## src/rtl/mem_arbiter_pkg.sv

```systemverilog
// Shared types for the icache/dcache RAM arbiter: RAM handshake state,
// word type and the arbiter's grant state.
package mem_arbiter_pkg;

  localparam int WORD_W = 32;

  typedef logic [WORD_W-1:0] word_t;

  typedef enum logic [1:0] {
    FREE   = 2'd0,
    BUSY   = 2'd1,
    ACCESS = 2'd2,
    ERROR  = 2'd3
  } ramstate_t;

  typedef enum logic [1:0] {
    IDLE  = 2'd0,
    GNT_D = 2'd1,
    GNT_I = 2'd2
  } arbstate_t;

endpackage

```

## src/rtl/mem_arbiter_if.sv

```systemverilog
// Bundle of cache-side and RAM-side signals around the arbiter.
// slave = arbiter view, master = caches + RAM view.
interface mem_arbiter_if;
  import mem_arbiter_pkg::*;

  logic      iREN;
  word_t     iaddr;
  logic      iwait;
  word_t     iload;
  logic      dREN;
  logic      dWEN;
  word_t     daddr;
  word_t     dstore;
  logic      dwait;
  word_t     dload;
  logic      ramREN;
  logic      ramWEN;
  word_t     ramaddr;
  word_t     ramstore;
  word_t     ramload;
  ramstate_t ramstate;
  logic      ram_err;

  modport slave (
    input  iREN, iaddr, dREN, dWEN, daddr, dstore, ramload, ramstate,
    output iwait, iload, dwait, dload, ramREN, ramWEN, ramaddr, ramstore, ram_err
  );

  modport master (
    output iREN, iaddr, dREN, dWEN, daddr, dstore, ramload, ramstate,
    input  iwait, iload, dwait, dload, ramREN, ramWEN, ramaddr, ramstore, ram_err
  );

endinterface

```

## src/rtl/mem_arbiter.sv

```systemverilog
// Single-port RAM arbiter: one word transaction at a time, dcache preferred,
// icache forced in after IMAX_WAIT dcache completions while it is waiting.
module mem_arbiter
  import mem_arbiter_pkg::*;
#(
  parameter int IMAX_WAIT = 4,
  parameter int WORD_W    = 32
) (
  input logic           CLK,
  input logic           RST,
  mem_arbiter_if.slave  bus
);

  arbstate_t  state_q, state_d;
  logic [3:0] starve_q, starve_d;
  logic       err_q, err_d;

  logic  d_req_s, access_s, starved_s;
  logic  ram_ren_s, ram_wen_s, iwait_s, dwait_s;
  word_t ram_addr_s, ram_store_s, iload_s, dload_s;

  assign d_req_s   = bus.dREN | bus.dWEN;
  assign access_s  = (bus.ramstate == ACCESS);
  assign starved_s = (starve_q == IMAX_WAIT[3:0]);

  // Next-state, starvation counter and combinational RAM/cache outputs.
  always_comb begin
    state_d     = state_q;
    starve_d    = starve_q;
    err_d       = err_q | (bus.ramstate == ERROR);
    ram_ren_s   = 1'b0;
    ram_wen_s   = 1'b0;
    ram_addr_s  = {WORD_W{1'b0}};
    ram_store_s = {WORD_W{1'b0}};
    iwait_s     = 1'b1;
    dwait_s     = 1'b1;
    iload_s     = {WORD_W{1'b0}};
    dload_s     = {WORD_W{1'b0}};
    case (state_q)
      IDLE: begin
        if (!bus.iREN) begin
          starve_d = 4'd0;
        end else begin
          starve_d = starve_q;
        end
        if (bus.iREN && (starved_s || !d_req_s)) begin
          state_d = GNT_I;
        end else if (d_req_s) begin
          state_d = GNT_D;
        end else begin
          state_d = IDLE;
        end
      end
      GNT_D: begin
        ram_wen_s   = bus.dWEN;
        ram_ren_s   = bus.dREN & ~bus.dWEN;
        ram_addr_s  = bus.daddr;
        ram_store_s = bus.dstore;
        if (!d_req_s) begin
          state_d = IDLE;
        end else if (access_s) begin
          dwait_s = 1'b0;
          dload_s = bus.ramload;
          state_d = IDLE;
          if (bus.iREN && !starved_s) begin
            starve_d = starve_q + 4'd1;
          end else begin
            starve_d = starve_q;
          end
        end else begin
          state_d = GNT_D;
        end
      end
      GNT_I: begin
        ram_ren_s  = 1'b1;
        ram_addr_s = bus.iaddr;
        if (!bus.iREN) begin
          state_d = IDLE;
        end else if (access_s) begin
          iwait_s  = 1'b0;
          iload_s  = bus.ramload;
          starve_d = 4'd0;
          state_d  = IDLE;
        end else begin
          state_d = GNT_I;
        end
      end
      default: begin
        state_d = IDLE;
      end
    endcase
    // Reset silences the RAM port and suppresses any completion pulse at once.
    if (RST) begin
      ram_ren_s   = 1'b0;
      ram_wen_s   = 1'b0;
      ram_addr_s  = {WORD_W{1'b0}};
      ram_store_s = {WORD_W{1'b0}};
      iwait_s     = 1'b1;
      dwait_s     = 1'b1;
      iload_s     = {WORD_W{1'b0}};
      dload_s     = {WORD_W{1'b0}};
    end else begin
      ram_ren_s = ram_ren_s;
    end
  end

  // State, starvation counter and sticky error flag.
  always_ff @(posedge CLK) begin
    if (RST) begin
      state_q  <= IDLE;
      starve_q <= 4'd0;
      err_q    <= 1'b0;
    end else begin
      state_q  <= state_d;
      starve_q <= starve_d;
      err_q    <= err_d;
    end
  end

  assign bus.ramREN   = ram_ren_s;
  assign bus.ramWEN   = ram_wen_s;
  assign bus.ramaddr  = ram_addr_s;
  assign bus.ramstore = ram_store_s;
  assign bus.iwait    = iwait_s;
  assign bus.dwait    = dwait_s;
  assign bus.iload    = iload_s;
  assign bus.dload    = dload_s;
  assign bus.ram_err  = err_q;

endmodule

```

## src/flat_wrapper.sv

```systemverilog
// flat-port wrapper written by rule: the top's interface ports become plain ports
module mem_arbiter_flat import mem_arbiter_pkg::*;
#(
  parameter int IMAX_WAIT = 4,
  parameter int WORD_W    = 32
)
  (CLK, RST, bus_iREN, bus_iaddr, bus_dREN, bus_dWEN, bus_daddr, bus_dstore, bus_ramload, bus_ramstate, bus_iwait, bus_iload, bus_dwait, bus_dload, bus_ramREN, bus_ramWEN, bus_ramaddr, bus_ramstore, bus_ram_err);
  mem_arbiter_if bus_i ();
  input logic CLK;
  input logic RST;
  input wire logic [$bits(bus_i.iREN)-1:0] bus_iREN;
  input wire logic [$bits(bus_i.iaddr)-1:0] bus_iaddr;
  input wire logic [$bits(bus_i.dREN)-1:0] bus_dREN;
  input wire logic [$bits(bus_i.dWEN)-1:0] bus_dWEN;
  input wire logic [$bits(bus_i.daddr)-1:0] bus_daddr;
  input wire logic [$bits(bus_i.dstore)-1:0] bus_dstore;
  input wire logic [$bits(bus_i.ramload)-1:0] bus_ramload;
  input wire logic [$bits(bus_i.ramstate)-1:0] bus_ramstate;
  output wire logic [$bits(bus_i.iwait)-1:0] bus_iwait;
  output wire logic [$bits(bus_i.iload)-1:0] bus_iload;
  output wire logic [$bits(bus_i.dwait)-1:0] bus_dwait;
  output wire logic [$bits(bus_i.dload)-1:0] bus_dload;
  output wire logic [$bits(bus_i.ramREN)-1:0] bus_ramREN;
  output wire logic [$bits(bus_i.ramWEN)-1:0] bus_ramWEN;
  output wire logic [$bits(bus_i.ramaddr)-1:0] bus_ramaddr;
  output wire logic [$bits(bus_i.ramstore)-1:0] bus_ramstore;
  output wire logic [$bits(bus_i.ram_err)-1:0] bus_ram_err;
  assign bus_i.iREN = bus_iREN;
  assign bus_i.iaddr = bus_iaddr;
  assign bus_i.dREN = bus_dREN;
  assign bus_i.dWEN = bus_dWEN;
  assign bus_i.daddr = bus_daddr;
  assign bus_i.dstore = bus_dstore;
  assign bus_i.ramload = bus_ramload;
  assign bus_i.ramstate = bus_ramstate;
  assign bus_iwait = bus_i.iwait;
  assign bus_iload = bus_i.iload;
  assign bus_dwait = bus_i.dwait;
  assign bus_dload = bus_i.dload;
  assign bus_ramREN = bus_i.ramREN;
  assign bus_ramWEN = bus_i.ramWEN;
  assign bus_ramaddr = bus_i.ramaddr;
  assign bus_ramstore = bus_i.ramstore;
  assign bus_ram_err = bus_i.ram_err;
  mem_arbiter #(.IMAX_WAIT(IMAX_WAIT), .WORD_W(WORD_W)) u_core (.CLK(CLK), .RST(RST), .bus(bus_i));
endmodule
```

## config.mk

```make
export PLATFORM = sky130hd
export DESIGN_NAME = mem_arbiter_flat
export DESIGN_NICKNAME = d
export VERILOG_FILES = /design/src/rtl/mem_arbiter_pkg.sv /design/src/rtl/mem_arbiter_if.sv /design/src/rtl/mem_arbiter.sv /design/src/flat_wrapper.sv
export SDC_FILE = /design/constraint.sdc
export NUM_CORES = 1
export LEC_CHECK = 0
export BUFFER_PORTS_ARGS = -buffer_cell sky130_fd_sc_hd__buf_2
export CAP_MARGIN = 20
export CORE_AREA = 4 4 103 105
export DETAILED_ROUTE_END_ITERATION = 10
export DIE_AREA = 0 0 107 109
export PLACE_DENSITY = 0.49
export SKIP_CTS_REPAIR_TIMING = 1
export SLEW_MARGIN = 20
export SYNTH_ARGS = -nofsm -noshare
export SYNTH_HDL_FRONTEND = slang
export SYNTH_SLANG_ARGS = --single-unit
```

## constraint.sdc

```tcl
create_clock -name CLK -period 2.9 [get_ports CLK]
set_input_delay 0.58 -clock CLK [delete_from_list [all_inputs] [get_ports CLK]]
set_output_delay 0.58 -clock CLK [all_outputs]
set_load 0.02 [all_outputs]
```

==> metrics.txt <==
htree depth 1; Initial Util around 17%; worst path required time between 2 and 2.5 ns; mux cell area share after synthesis under 10%; post-synthesis cell count 245; Synth Area in Adders about 4.6%; Synth warnings 0; FMAX 391 MHz; Inserted Clock Buffers 3; DR iter-0 viols 150; IO buf count ~270; Final Non-Filler Cells around 630; Residual DRC 0; Post-Route WL around 8100 um; setup violators final 0; CTS tree done; Worst slew margin between 50% and 60%; Primary FF master, synth dfxtp_1; Netlist cell types 33; number of synthesized flops with an enable pin 0; PwrDens ~180 mW/mm2; share of cells above drive strength 1 approximately 57%; Vias/cell approximately 4.1; die area roughly 0.012 mm2; RSZ-0062 raised after global routing false; Worst Setup SP u_core.state_q[1]$_SDFF_PP0_; worst reg2reg setup slack between 1 and 1.5 ns; GRT Total Usage about an eighth; sequential share of the synthesized area about 8.7%; VDD IR max ~0.000089 V; WL/cell around 13 um; Pleak 1.89 nW; Slew Viols, Final 0; Worst-path clk slew ~0.04 ns; vias in the first global route 2419; post-synth top area share between 30% and 40%; pin count of the biggest net entering global routing 34; post-synthesis register bit count 7; net count after synthesis 386; Tightest Pin Transition 0.740 ns; area of the multi-input gates about 0.0013 mm2; num ports 268; Die Wd 107 um; RePlAce Congestion 0.822; Final TNS setup 0 ns; cell with the most instances after synthesis and2_1; ant diodes 0; Antenna Nets Post-Route 0; final hold violations 0; initial antenna violation count 0; outcome finished, final reports clean; Post-synth ARST share 0%; global-route wire length before repair 11500 um; clk buf depth 2; largest family of logic cells by synthesized area simple AND/OR/NAND/NOR gates; largest cells by area after synthesis and2_1 37%, a22oi_1 16%, dfxtp_1 8.7%; Core ar. around 0.0096 mm2; cell area after synthesis about 0.0016 mm2; type of destination of the critical path output port; Sequential cell area roughly 140 um2; FF-to-FF End u_core.starve_q[1]$_SDFFE_PP0P_; row cnt 36; Vias roughly 2600; crit-path max FO 33; First-pass DRT Iterations 4; Die Y 109 um; cell accounting for the most synthesized area and2_1; Final min period about 2.6 ns; Max-Cap Viols 0; startpoint types flop; worst hold path type reg -> reg; crit path DAT between 1.5 and 2 ns; Setup Skew slightly below 0.006 ns; Worst R2R Path Depth 5; Worst-Skew Late Latency 0.24 ns; Filler cells roughly 1100; crit path kind reg -> out; post-synthesis xor/xnor area fraction 0%; complex-gate fraction of the synthesized area 20.4%; simple-gate area share of the yosys netlist a little under three fifths; Final HPWL DP 7060 um; reg2reg start u_core.state_q[1]$_SDFF_PP0_; nets roughly 640; top post-synthesis cells by count 96 x and2_1, 37 x nor2_1, 34 x a22oi_1; clock sink count 7; Mean Syn Cell Area around 6.6 um2; Layout area overhead 91.8%; Placed Cells incl. Taps approximately 630; Root Buffer clkbuf_8; total gr overflow 0; Setup crit end bus_ramstore[10]; Final period util 88.2%
[final cells by class]
class,instances,area share [%]
multi-input combinational,207,43.1
tap,133,5.36
timing repair buffer,273,44.5
clock buffer,4,1.45
sequential,7,4.52
inverter,9,1.09
[stage by stage]
| step | worst slack, ns | total power [mW] | cell area (um2) | hold slack, ns | utilization, % |
|---|---|---|---|---|---|
| 3_5_place_dp | 0.431 | 0.413 | 3060 | 0.472 | 31.7 |
| 6_report | 0.343 | 0.553 | 3100 | 0.468 | 32.2 |
| 4_1_cts | 0.306 | 0.560 | 3100 | 0.483 | 32.2 |
| 5_1_grt | 0.143 | 0.593 | 3100 | 0.540 | 32.2 |
| 2_1_floorplan | 0.898 | 0.266 | 1620 | 0.471 | - |
| 3_3_place_gp | 0.477 | 0.410 | 3060 | 0.463 | 31.7 |
[flip-flops by register name, indices dropped and copies added, names as in the netlist]
name,count
u_core.bus.ram_err,1
u_core.starve_q,4
u_core.state_q,2
[how the worst min path moves through the flow]
stage | from | end | slack [ns] | cells after the start
after floorplan | u_core.starve_q[3]$_SDFFE_PP0P_ | u_core.starve_q[3]$_SDFFE_PP0P_ | 0.47 | 2
after global placement | u_core.bus.ram_err$_SDFF_PP0_ | u_core.bus.ram_err$_SDFF_PP0_ | 0.46 | 2
after detailed placement | u_core.bus.ram_err$_SDFF_PP0_ | u_core.bus.ram_err$_SDFF_PP0_ | 0.47 | 2
after CTS | u_core.bus.ram_err$_SDFF_PP0_ | u_core.bus.ram_err$_SDFF_PP0_ | 0.48 | 2
after global routing | u_core.bus.ram_err$_SDFF_PP0_ | u_core.bus.ram_err$_SDFF_PP0_ | 0.54 | 2
final | u_core.bus.ram_err$_SDFF_PP0_ | u_core.bus.ram_err$_SDFF_PP0_ | 0.47 | 2
[power by group]
part	switching, mW	leakage [nW]	internal [mW]
registers	0.00195	0.0569	0.0997
clock network	0.0476	0.0228	0.0956
logic	0.169	1.81	0.139
total	0.218	1.89	0.334
[kinds of logic (layout without fill, tap and decap cells)]
family	Yosys count	count (layout)
buffers and inverters	31	286
AO/OA/AOI/OAI	45	45
flip-flops	7	7
multiplexers	2	2
AND/OR/NAND/NOR	154	154
adder cells (fa/ha/maj)	6	6
[critical path, cell delays in order, from the launching register on]
cell     delay, ns
dfxtp_1       0.32
inv_1         0.08
ha_1          0.29
and2b_1       0.65
and2_1        0.22
buf_2         0.16
[layer usage]
metal,vias up,routed length (um),global-route usage (%)
met5,-,0,0
met4,0,115,3.56
met3,8,878,3.79
met2,159,4210,23.4
met1,1133,2900,12.9
li1,1317,-,-
[placed cells by master (no fill, tap or decap), types with 2 or more instances in the layout]
cell type / count
inv_1: 9
nand2b_1: 4
a31oi_1: 2
a21oi_1: 2
clkbuf_8: 3
o21ai_0: 2
nand2_1: 4
a22oi_1: 34
nor3_1: 2
buf_2: 267
nor2_1: 37
and2_1: 96
buf_4: 6
o31ai_1: 2
dfxtp_1: 7
ha_1: 6
Power figures use the tool's default switching activity.
